[src/rtl/fetch_stage.sv]
// Instruction fetch: PC register, combinational imem lookup, IF/ID capture; one-cycle fetch latency.
// Stall holds PC and IF/ID; redirect outranks stall and squashes IF/ID; HALT_INST freezes fetch until redirect.
module fetch_stage #(
  parameter logic [31:0] RESET_PC  = 32'h0000_0000,
  parameter logic [31:0] HALT_INST = 32'hFFFF_FFFF,
  parameter logic [31:0] NOP_INST  = 32'h0000_0000
) (
  input  logic        clk,
  input  logic        rst_n,
  input  logic        stall,
  input  logic        redirect,
  input  logic [31:0] redirect_pc,
  output logic [31:0] imem_addr,
  input  logic [31:0] imem_inst,
  output logic [31:0] id_inst,
  output logic [31:0] id_pc,
  output logic [31:0] id_pc_plus4,
  output logic        id_valid,
  output logic        halted,
  output logic [31:0] fetch_count
);

  typedef enum logic {ST_RUN, ST_HALT} state_t;

  state_t      r_state,     w_state_nxt;
  logic [31:0] r_pc,        w_pc_nxt;
  logic [31:0] r_id_inst,   w_id_inst_nxt;
  logic [31:0] r_id_pc,     w_id_pc_nxt;
  logic [31:0] r_id_pc4,    w_id_pc4_nxt;
  logic        r_id_valid,  w_id_valid_nxt;
  logic [31:0] r_fcnt,      w_fcnt_nxt;
  logic [31:0] w_pc_plus4;

  assign w_pc_plus4 = r_pc + 32'd4;

  always_ff @(posedge clk or negedge rst_n) begin
    if (!rst_n) begin
      r_state    <= ST_RUN;
      r_pc       <= RESET_PC;
      r_id_inst  <= NOP_INST;
      r_id_pc    <= 32'h0;
      r_id_pc4   <= 32'h0;
      r_id_valid <= 1'b0;
      r_fcnt     <= 32'h0;
    end else begin
      r_state    <= w_state_nxt;
      r_pc       <= w_pc_nxt;
      r_id_inst  <= w_id_inst_nxt;
      r_id_pc    <= w_id_pc_nxt;
      r_id_pc4   <= w_id_pc4_nxt;
      r_id_valid <= w_id_valid_nxt;
      r_fcnt     <= w_fcnt_nxt;
    end
  end

  always_comb begin
    w_state_nxt    = r_state;
    w_pc_nxt       = r_pc;
    w_id_inst_nxt  = r_id_inst;
    w_id_pc_nxt    = r_id_pc;
    w_id_pc4_nxt   = r_id_pc4;
    w_id_valid_nxt = r_id_valid;
    w_fcnt_nxt     = r_fcnt;
    // Bubbles leave id_pc/id_pc_plus4 untouched; consumers qualify with id_valid.
    if (redirect) begin
      w_pc_nxt       = redirect_pc & ~32'h3;
      w_id_inst_nxt  = NOP_INST;
      w_id_valid_nxt = 1'b0;
      w_state_nxt    = ST_RUN;
    end else if (stall) begin
      w_state_nxt = r_state;
    end else if (r_state == ST_HALT) begin
      w_id_inst_nxt  = NOP_INST;
      w_id_valid_nxt = 1'b0;
    end else if (imem_inst == HALT_INST) begin
      w_id_inst_nxt  = NOP_INST;
      w_id_valid_nxt = 1'b0;
      w_state_nxt    = ST_HALT;
    end else begin
      w_id_inst_nxt  = imem_inst;
      w_id_pc_nxt    = r_pc;
      w_id_pc4_nxt   = w_pc_plus4;
      w_id_valid_nxt = 1'b1;
      w_pc_nxt       = w_pc_plus4;
      w_fcnt_nxt     = r_fcnt + 32'd1;
    end
  end

  assign imem_addr   = r_pc;
  assign id_inst     = r_id_inst;
  assign id_pc       = r_id_pc;
  assign id_pc_plus4 = r_id_pc4;
  assign id_valid    = r_id_valid;
  assign halted      = (r_state == ST_HALT);
  assign fetch_count = r_fcnt;

endmodule

[config.mk]
export PLATFORM = sky130hd
export DESIGN_NAME = fetch_stage
export DESIGN_NICKNAME = d
export VERILOG_FILES = /design/src/rtl/fetch_stage.sv
export SDC_FILE = /design/constraint.sdc
export NUM_CORES = 1
export LEC_CHECK = 0
export ABC_AREA = 1
export ABC_CLOCK_PERIOD_IN_PS = 1800
export CAP_MARGIN = 20
export CORE_MARGIN = 1
export CORE_UTILIZATION = 48
export DETAILED_ROUTE_END_ITERATION = 12
export PLACE_DENSITY = 0.91
export SLEW_MARGIN = 25
export SYNTH_ARGS = -nofsm -noshare
export SYNTH_HDL_FRONTEND = slang
export SYNTH_SLANG_ARGS = --single-unit
[constraint.sdc]
create_clock -name clk -period 1.8 [get_ports clk]
set_input_delay 0.54 -clock clk [delete_from_list [all_inputs] [get_ports clk]]
set_output_delay 0.54 -clock clk [all_outputs]
set_load 0.005 [all_outputs]
==> impl_metrics.yaml <==
run_status:
  status: "finished clean"
final_layout:
  design.final.nets: 1454
  drive_above_1_share: 0.156
  fin_util: 0.739
  areaGrowthSynthToFinish_pct: 49.0
floorplan:
  die_area_um2: 17100
  standard_cell_core_area_um2: 16100
  floorplan.die.width_um: 131
  floorplan.die.height_um: 131
  fp-row-count: 46
  initial_core_util: 0.496
  floorplan.io_pins: 230
place:
  dp_worst_setup_slack_ps: -478
  place.port_buffers: 221
  gpl.final_weighted_congestion: 0.937
  post-dp-hpwl_mm: 17.2
power:
  totalPowerFinal_mw: 10.5
  max-vdd-ir-drop_mv: 0.743
  p_leak_nw: 6.53
  power.density_cell_area_nw_per_um2: 883
clock_network:
  ctsRootBufferMaster: "clkbuf_16"
  clock_insertion_delay_worst_skew_ps: 440
  cts_sinks: 156
  clk_transition_reported_paths_ps: 70
  max_clock_buf_depth: 2
  clock_tree_from_tritoncts: "built"
  h-tree-depth: 4
  cts-buffers-inserted: 17
worst_setup_path:
  timing.critical_path.to_type: "output port"
  crit_path_top_delay_cell: "dfrtp_1"
  cp.required_ps: 1260
  worstPathArrival_ps: 1230
  critPathMaxFanout: 4
  timing.critical_path.cells: "buf_4 > dlygate4sd2_1"
  cp.buffers_inverters: 2
  largest_stage_delay_on_the_critical_path_ps: 390
  worst-setup-path-type: "reg2out"
  path_delay_family: "buffers and inverters"
  worstSetupStartpointType: "flip-flop"
routing:
  detail-route-antenna-nets: 0
  post-route-drc-count: 0
  vias_per_cell: 5.45
  detail_route.first_pass.iterations: 5
  drt_iter0_drc: 1226
  wl_mm: 27.9
  routed-via-count: 8794
  routed_wire_length_per_instance_um: 17.3
yosys:
  synth_top_cell_by_area: "dfrtp_1"
  syn_avg_cell_area_um2: 7.42
  mapped_area_um2: 7970
  synthCells: 1074
  synth_sequential_area_ratio: 0.490
  synthDominantCellAreaShare: 0.490
  yosysWarningCount: 0
  synthDistinctLibCells: 27
  synth_flop_cell: "dfrtp_1"
  synth_area_leaders: "dfrtp_1 49%, nand2_1 23%, nand3_1 7.9%, nor2_1 3.5%, inv_1 3.2%"
  synth_enable_flop_cells: 0
  async_flop_share: 1.00
  yosys_register_bits: 156
global_routing:
  grt_overflow_total: 0
  number_of_global_route_vias_before_repair: 8696
  grt_pass1_wl_mm: 42.9
  grt_antenna_before_repair: 1
  maximum_number_of_pins_on_one_net_before_global_route_repair: 51
  grt_use_total: 0.328
worst_hold_path:
  timing.hold.worst.class: "in2reg"
timing:
  rsz_0062_raised_after_global_routing: "yes"
  final.min_clock_period_ps: 1770
  finalCritPeriodShare: 0.984
  setup_ws_ps: 28.0
  worst_clock_skew_ps: 13.8
  max_freq_mhz: 564
  drv_slew: 0
  total_count_of_hold_check_failures_in_the_final_report: 0
  setup_tns_ps: 0
  setup_viol: 0
run:
  max-cap-violations: 0
-- state kept, by name, indices dropped and copies added, names as in the netlist --
| signal | cells |
|---|---|
| fetch_count | 32 |
| id_inst | 32 |
| id_pc | 30 |
| id_pc_plus4 | 30 |
| imem_addr | 30 |
| halted | 1 |
| id_valid | 1 |
-- metrics by stage --
stage          cell area [um^2]  instances  hold WS (ps)
4_1_cts                   11500       1605           484
3_3_place_gp              10600       1503           434
3_5_place_dp              10600       1503           427
6_report                  11900       1614           342
2_1_floorplan              7990       1079           244
5_1_grt                   11900       1613           357
-- synth_stat cells (3+ instances only) --
| cell type | n |
|---|---|
| o21ai_0 | 19 |
| buf_2 | 9 |
| inv_2 | 3 |
| clkbuf_1 | 13 |
| nand4_1 | 4 |
| buf_4 | 17 |
| nor2_4 | 8 |
| dfrtp_1 | 156 |
| nand3_1 | 126 |
| xor2_1 | 18 |
| buf_6 | 7 |
| inv_1 | 67 |
| o21ai_1 | 21 |
| nor3_1 | 14 |
| nand3b_1 | 4 |
| nor2_1 | 74 |
| nand3_2 | 3 |
| nand2_1 | 493 |
| nor2_2 | 5 |
| nor3_2 | 3 |
-- cells in the final DEF, fill, tap and decap left out, types with 13 or more instances in the layout --
| cell | instances |
|---|---|
| clkbuf_16 | 20 |
| inv_1 | 65 |
| xor2_1 | 17 |
| o21ai_0 | 18 |
| o21ai_1 | 21 |
| nand2_1 | 484 |
| dlygate4sd2_1 | 155 |
| dlymetal6s2s_1 | 28 |
| dfrtp_1 | 135 |
| nor2_1 | 64 |
| dfrtp_2 | 21 |
| nand3_1 | 123 |
| clkdlybuf4s50_1 | 36 |
| buf_4 | 92 |
| nor2_2 | 13 |
| nor3_1 | 13 |
-- metal layers --
metal	vias to the layer above	share of wire	GRT usage	wire length, um
li1	3960	-	-	-
met1	4120	0.38	0.400	10600
met2	590	0.48	0.526	13300
met3	124	0.10	0.0949	2890
met4	0	0.042	0.178	1180
met5	-	0	0	0
-- power by group --
group / switching (mW) / internal (mW)
sequential: 0.279 / 3.96
clock: 1.60 / 2.06
combinational: 1.36 / 1.22
-- cell type report --
cell class	instances	area, um^2
Antenna cell	1	2.50
Clock buffer	17	425
Clock inverter	15	164
Fill cell	1137	4190
Inverter	70	265
Multi-Input combinational cell	807	3660
Sequential cell	156	3930
Tap cell	216	270
Timing Repair Buffer	332	3160
-- worst paths after layout --
path                                   endpoint            start  slack, ps  cells after the start
max in group asynchronous         imem_addr[23]            rst_n        650                      3
worst min register to register  id_pc_plus4[21]  id_pc_plus4[21]        490                      2
min in group asynchronous       fetch_count[24]            rst_n        550                      2
worst min-delay path                 id_inst[1]     imem_inst[1]        340                      3
worst max register to register    imem_addr[26]    imem_addr[14]         40                     10
worst max-delay path               imem_addr[3]     imem_addr[3]         30                      2
-- what timing repair did --
item	in CTS	in global routing
gates cloned	0	3
pin swaps	2	14
hold endpoints to repair	21	0
gates resized for setup	181	71
buffers inserted	70	5
hold buffers	1	0
endpoints found under the setup margin	171	155
-- logic make-up after synthesis --
logic type	after synthesis	synth area share
AOI/OAI and AO/OA	41	0.0257
and+or+nand+nor	739	0.389
other	1	0.000471
DFF	156	0.490
buffers and inverters	116	0.0707
adders and majority gates	2	0.00314
xor gates and xnor gates	19	0.0209
-- worst reg2reg max path: cells and delay by family (launching register included) --
family,cells,cell delay (ps)
simple gates,9,1110
flops,1,370
buf+inv,1,150
No activity file was read; power rests on OpenSTA's default activity.
